===== config.mk =====
export PLATFORM = sky130hd
export DESIGN_NAME = bus_to_st_unpack
export DESIGN_NICKNAME = d
export VERILOG_FILES = /design/src/rtl/bus_to_st_unpack.sv
export SDC_FILE = /design/constraint.sdc
export NUM_CORES = 1
export LEC_CHECK = 0
export CORE_AREA = 2 2 285 287
export DETAILED_ROUTE_END_ITERATION = 6
export DIE_AREA = 0 0 287 289
export GPL_TIMING_DRIVEN = 0
export PLACE_DENSITY = 0.73
export SYNTH_ARGS = -nofsm -noshare
export SYNTH_HDL_FRONTEND = slang
export SYNTH_SLANG_ARGS = --single-unit

===== constraint.sdc =====
create_clock -name clk_st -period 60.6 [get_ports clk_st]
set_input_delay 12.12 -clock clk_st [delete_from_list [all_inputs] [get_ports clk_st]]
set_output_delay 12.12 -clock clk_st [all_outputs]
set_load 0.02 [all_outputs]

===== src/rtl/bus_to_st_unpack.sv =====
// Unpacks wide bus words into narrow stream beats, LSB beat first, framing
// every BUS_PER_PKT words as one packet with sop/eop and a pkt_done pulse.
module bus_to_st_unpack #(
    parameter int unsigned ST_PER_BUS  = 512,
    parameter int unsigned ST          = 8,
    parameter int unsigned BUS_PER_PKT = 2
) (
    input  logic                  clk_st,
    input  logic                  rst_n,
    input  logic [ST_PER_BUS-1:0] bus_data,
    input  logic                  bus_valid,
    output logic                  bus_ready,
    output logic [ST-1:0]         st_data,
    output logic                  st_valid,
    output logic                  st_sop,
    output logic                  st_eop,
    input  logic                  st_ready,
    output logic                  pkt_done
);

    localparam int unsigned BEATS_PER_BUS = ST_PER_BUS / ST;
    localparam int unsigned BEAT_W = (BEATS_PER_BUS > 1) ? $clog2(BEATS_PER_BUS) : 1;
    localparam int unsigned BUS_W  = (BUS_PER_PKT > 1) ? $clog2(BUS_PER_PKT) : 1;
    localparam int unsigned SH_W   = $clog2(ST_PER_BUS) + 1;
    localparam logic [BEAT_W-1:0] LAST_BEAT = BEAT_W'(BEATS_PER_BUS - 1);
    localparam logic [BUS_W-1:0]  LAST_BUS  = BUS_W'(BUS_PER_PKT - 1);

    logic [ST_PER_BUS-1:0] entry_q [2];
    logic [1:0]            count_q, count_d;
    logic                  wr_ptr_q, wr_ptr_d;
    logic                  rd_ptr_q, rd_ptr_d;
    logic [BEAT_W-1:0]     beat_cnt_q, beat_cnt_d;
    logic [BUS_W-1:0]      bus_cnt_q, bus_cnt_d;
    logic                  rdy_en_q, rdy_en_d;
    logic                  pkt_done_q, pkt_done_d;

    logic                  push_c;
    logic                  xfer_c;
    logic                  pop_c;
    logic [ST_PER_BUS-1:0] cur_word_c;

    // Stream outputs are pure functions of registered state.
    always_comb begin
        bus_ready  = rdy_en_q && (count_q != 2'd2);
        st_valid   = (count_q != 2'd0);
        cur_word_c = entry_q[rd_ptr_q];
        st_data    = '0;
        if (st_valid) begin
            st_data = ST'(cur_word_c >> (SH_W'(beat_cnt_q) * SH_W'(ST)));
        end
        st_sop   = st_valid && (bus_cnt_q == '0) && (beat_cnt_q == '0);
        st_eop   = st_valid && (bus_cnt_q == LAST_BUS) && (beat_cnt_q == LAST_BEAT);
        pkt_done = pkt_done_q;
    end

    // Handshakes and next-state for buffer pointers and framing counters.
    always_comb begin
        push_c     = bus_valid && bus_ready;
        xfer_c     = st_valid && st_ready;
        pop_c      = xfer_c && (beat_cnt_q == LAST_BEAT);
        count_d    = count_q + 2'(push_c) - 2'(pop_c);
        wr_ptr_d   = wr_ptr_q;
        rd_ptr_d   = rd_ptr_q;
        beat_cnt_d = beat_cnt_q;
        bus_cnt_d  = bus_cnt_q;
        rdy_en_d   = 1'b1;
        pkt_done_d = xfer_c && st_eop;
        if (push_c) begin
            wr_ptr_d = ~wr_ptr_q;
        end
        if (xfer_c) begin
            beat_cnt_d = beat_cnt_q + BEAT_W'(1);
        end
        if (pop_c) begin
            beat_cnt_d = '0;
            rd_ptr_d   = ~rd_ptr_q;
            bus_cnt_d  = (bus_cnt_q == LAST_BUS) ? '0 : bus_cnt_q + BUS_W'(1);
        end
    end

    always_ff @(posedge clk_st) begin
        if (!rst_n) begin
            count_q    <= '0;
            wr_ptr_q   <= 1'b0;
            rd_ptr_q   <= 1'b0;
            beat_cnt_q <= '0;
            bus_cnt_q  <= '0;
            rdy_en_q   <= 1'b0;
            pkt_done_q <= 1'b0;
        end else begin
            count_q    <= count_d;
            wr_ptr_q   <= wr_ptr_d;
            rd_ptr_q   <= rd_ptr_d;
            beat_cnt_q <= beat_cnt_d;
            bus_cnt_q  <= bus_cnt_d;
            rdy_en_q   <= rdy_en_d;
            pkt_done_q <= pkt_done_d;
        end
    end

    // Word storage carries no reset; st_data is masked while the buffer is empty.
    always_ff @(posedge clk_st) begin
        if (rst_n && push_c) begin
            entry_q[wr_ptr_q] <= bus_data;
        end
    end

endmodule

Word level (Yosys, flattened, before mapping)
Memory sizes are Yosys's and may differ from the RTL's. A register that Yosys moved wholly into a read port is not among the register bits.
Index checks and enable logic that the tools add are counted.
Word-level totals
  flip-flop bits (word level): 13
  memories: 1
  bits in writable memories: 1024
  input port bits: 516
  output and inout port bits: 13
Operators by class
  shifts and indexed selects: 1
  equality and inequality tests: 2
  add/sub/neg operators: 4
  reductions and logical operators: 13
  bitwise logic cells: 4
  muxes and demuxes: 7
Memories
  entry_q: depth 2, width 512, read ports 1, clocked after memory_dff 1, write ports 1, RTL line 28  | logic [ST_PER_BUS-1:0] entry_q [2];
Operators by type and width (number)
  $shr 512x9->8: 1
  $logic_and 1x1->1: 10
  $mux 8: 1
  $add 6x1->6 const B: 1
  $eq 6x6->1 const B: 1
  $logic_not 6->1: 1
  $mux 1: 6
  $not 1->1: 4
  $add 2x1->2: 1
  $ne 2x2->1 const B: 1
  $reduce_bool 2->1: 1
  $reduce_or 2->1: 1
  $sub 2x1->2: 1
  $add 1x1->1 const B: 1

Longest topological paths before layout
  depth in word-level cells: 6
  depth in mapped cells: 12

Least setup slack after synthesis
Ideal clock, no wire load.
  kind: input to register
  start point: input rst_n
  end point: memory entry_q[0][0], enable pin
  slack: 9290 ps
  data required time: 58479 ps
  data arrival time: 49189 ps
  path buffers: 1
  stages: 2
  path through: clkbuf_1 -> nor3b_1
On the way
  cells in the longest elaborated chain, start to end: 3
Ends and longest elaborated chain
  start, declared: RTL line 9  | input logic rst_n,
  $logic_and 1x1->1: RTL line 103  | if (rst_n && push_c) begin
  $mux 1: RTL line 103
  $mux 1 (implied by the code): RTL line 104  | entry_q[wr_ptr_q] <= bus_data;
  end, declared: RTL line 28
Every way passes these cells.

Worst setup path in the final report
  start point: register beat_cnt_q[0]
  end point: output st_data[2]
On the way
  cells in the longest elaborated chain, start to end: 2
Ends and longest elaborated chain
  start, declared: RTL line 32  | logic [BEAT_W-1:0] beat_cnt_q, beat_cnt_d;
  start signal, assigned: RTL line 94  | beat_cnt_q <= beat_cnt_d;
  $shr 512x9->8: RTL line 49  | st_data = ST'(cur_word_c >> (SH_W'(beat_cnt_q) * SH_W'(ST)));
  $mux 8: RTL line 48  | if (st_valid) begin
  end, declared: RTL line 13  | output logic [ST-1:0] st_data,
Every way passes these cells.

==> flow_metrics.tcl <==
set metrics [dict create \
    drive_gt1_share_pct 20.7 \
    cts.clk_slew.worst_paths_ns 0.06 \
    ys_async_sr_fraction_pct 0 \
    r2r_slack_ns 57.33 \
    nFillCells 5401 \
    worst_pin_slew_ns 1.24 \
    rr_endpoint "entry_q[0][506]$_DFFE_PP_" \
    drt_iter0_markers 2395 \
    dr.pass1.iters 5 \
    port_buffers 528 \
    syn_avg_cell_area_um2 22.8 \
    clk_latency_ns 0.67 \
    die-area_um2 82900 \
    antenna_found_initial 55 \
    wire_per_inst_um 30.7 \
    cts_buffer_depth 3 \
    rr_worst_depth 12 \
    globalRouteOverflowTotal 0 \
    coreArea_um2 79900 \
    postPlaceCellArea_um2 47200 \
    hold_viol_final 0 \
    ys_types 53 \
    numCtsBuffers 104 \
    dp.cells 3391 \
    htreeDepth 3 \
    end_kind "output port" \
    grt_max_degree 71 \
    synth_ff_type "edfxtp_1" \
    whs_path_depth 1 \
    grtUsageTotal_pct 26.5 \
    dp_hpwl_um 81100 \
    yosysSeqAreaShare_pct 78.1 \
    slew_headroom_pct 17.0 \
    setup_viol 0 \
    ant_nets 0 \
    fin_crit_sh_pct 28.5 \
    p_per_area_nw_per_um2 30.5 \
    final_cells 3620 \
    period_minus_slack_ns 17.26 \
    std_cell_rows 104 \
    seq_area_um2 31000 \
    vias_per_cell 5.86 \
    fmax_mhz 57.9 \
    rsz0062_at_grt "false" \
    syn_inst 1745 \
    hold_class "flop to flop" \
    cts_tree "done" \
    cts_setup_buffers 0 \
    min_to "pkt_done$_SDFF_PN0_" \
    finalClockSkew_ns 0.0183 \
    nNetsFinal 2957 \
    min-delay-start "bus_cnt_q$_SDFFE_PN0P_" \
    crit_type "flop to output port" \
    critPathRequiredTime_ns 48.48 \
    grt_pass1_vias 22200 \
    ctsHoldBuffers 0 \
    die_h_um 289 \
    grt_pass1_wl_um 154000 \
    die_width_um 287 \
    leakage_nw 16.1 \
    netlist_area_um2 39800 \
    cp_data_arrival_time_ns 5.14 \
    design_area_um2 50700 \
    startpoint_type "flop" \
    drv_cap 0 \
    reg2reg_from "count_q[0]$_SDFF_PN0_" \
    drc 0 \
    outcome "finished, final reports clean" \
    num_vias 21200 \
    areaGrowthSynthToFinish_pct 27.6 \
    syn_nets 2265 \
    yosysWarnings 0 \
    clock-sinks 1038 \
    peakVddDrop_v 0.0000211 \
    multi_input_area_um2 8100 \
    slew_viol_final 0 \
    io_pins 529 \
    gp_congestion 0.865 \
    critPathMaxFanout 10 \
    yosys_register_bits 1038 \
    synth-edff-count 1024 \
    clockRootBuffer "clkbuf_16" \
    routed_wirelength_um 111000 \
    start_util_pct 49.8 \
    cts_resized 0 \
]
-- cells in the final DEF, fill, tap and decap left out, types with 33 or more instances in the layout --
cell type,synthesis,final
a21oi_1,33,33
a22oi_1,56,56
buf_6,17,56
clkbuf_1,36,50
clkbuf_16,0,106
clkdlybuf4s50_1,0,528
diode_2,0,33
edfxtp_1,1024,1024
mux2i_1,77,77
mux4_2,243,243
nand2_1,37,37
-- state kept, by name, indices dropped and copies added (netlist names), named ones only --
signal,cells
beat_cnt_q,6
bus_cnt_q,1
count_q,2
entry_q,1024
pkt_done,1
rd_ptr_q,1
rdy_en_q,1
wr_ptr_q,1
-- layout make-up --
type / instances / area share, %
buffer: 96 / 1.21
inverter: 5 / 0.0370
tap: 1060 / 2.62
clock inverter: 76 / 1.49
antenna: 33 / 0.163
multi-input combinational: 606 / 16.0
timing repair buffer: 586 / 12.0
clock buffer: 120 / 5.33
sequential: 1038 / 61.2
-- worst max path at each step --
stage / endpoint / startpoint
after detailed placement: st_data[2] / beat_cnt_q[1]$_SDFFE_PP0P_
after global routing: st_data[2] / beat_cnt_q[1]$_SDFFE_PP0P_
after global placement: entry_q[0][249]$_DFFE_PP_ / rst_n
after floorplan: entry_q[0][0]$_DFFE_PP_ / rst_n
after CTS: st_data[2] / beat_cnt_q[1]$_SDFFE_PP0P_
final: st_data[2] / beat_cnt_q[0]$_SDFFE_PP0P_
-- cell usage after synthesis (all sizes together), types with 2 or more instances --
cell type  instances  area (um2)
a2111oi            7        63.8
a211oi            15         113
inv                5        18.8
nor4               3        18.8
or3                2        12.5
nand2b             4        25.0
ha                 4        50.1
buf               60         480
a22oi             56         420
a21oi             33         165
mux2               3        33.8
nand3b             2        15.0
o21ai             13        65.1
xnor2              6        52.6
nor2              23        86.3
xor2               3        26.3
o211ai             7        52.6
a31oi              6        37.5
dfxtp             14         280
o311ai             3        26.3
nor3               2        10.0
nand2             37         139
and3               5        31.3
nor2b              8        50.1
clkbuf            36         135
a221oi             6        58.8
mux4             245        5530
and2              17         106
nand3              4        20.0
edfxtp          1024       30700
mux2i             77         771
a22o               2        17.5
nand4              3        18.8
-- power by group --
| part | switching, mW | internal (mW) |
|---|---|---|
| Combinational | 0.0410 | 0.0492 |
| Clock | 0.271 | 0.377 |
| Sequential | 0.00381 | 0.807 |
-- layer usage --
metal	share of wire [%]	GRT usage, %	vias up
met4	3.2	9.70	44
met5	0.26	0	-
met3	8.8	6.83	242
met2	51	44.3	1040
li1	-	-	8889
met1	37	33.7	11000
-- logic make-up (layout without fill, tap and decap cells) --
logic type | after synthesis | after routing | synth area share, %
AOI/OAI and AO/OA | 154 | 154 | 2.69
xor gates and xnor gates | 9 | 9 | 0.198
adders and majority gates | 4 | 4 | 0.126
buffers and inverters | 101 | 883 | 1.60
DFF | 1038 | 1038 | 78.1
muxes | 325 | 325 | 15.9
other | 0 | 33 | 0
and+or+nand+nor | 114 | 114 | 1.42
-- through the flow --
stage / worst slack [ns] / hold WS [ns] / power (mW) / utilization (%) / setup TNS, ns
floorplan: 9.29 / 0.495 / 0.873 / - / 0
global placement: -8.78 / 0.511 / 0.936 / 58.0 / -4464.59
detailed placement: 43.88 / 0.519 / 0.915 / 59.0 / 0
CTS: 43.16 / 0.528 / 1.56 / 63.4 / 0
global route: 43.10 / 0.548 / 1.59 / 63.5 / 0
finish: 43.34 / 0.534 / 1.55 / 63.5 / 0
-- critical path, stage by stage, from the launching register on --
cell and delay, ns:
dfxtp_1 0.38, buf_4 0.23, buf_2 0.23, nor2_1 0.65
clkbuf_1 0.54, a21oi_1 0.15, nand3_1 0.21, o211ai_1 0.19
a2111oi_0 1.06, a211oi_1 0.10, clkdlybuf4s50_1 0.71
No activity file was read; power rests on OpenSTA's default activity.
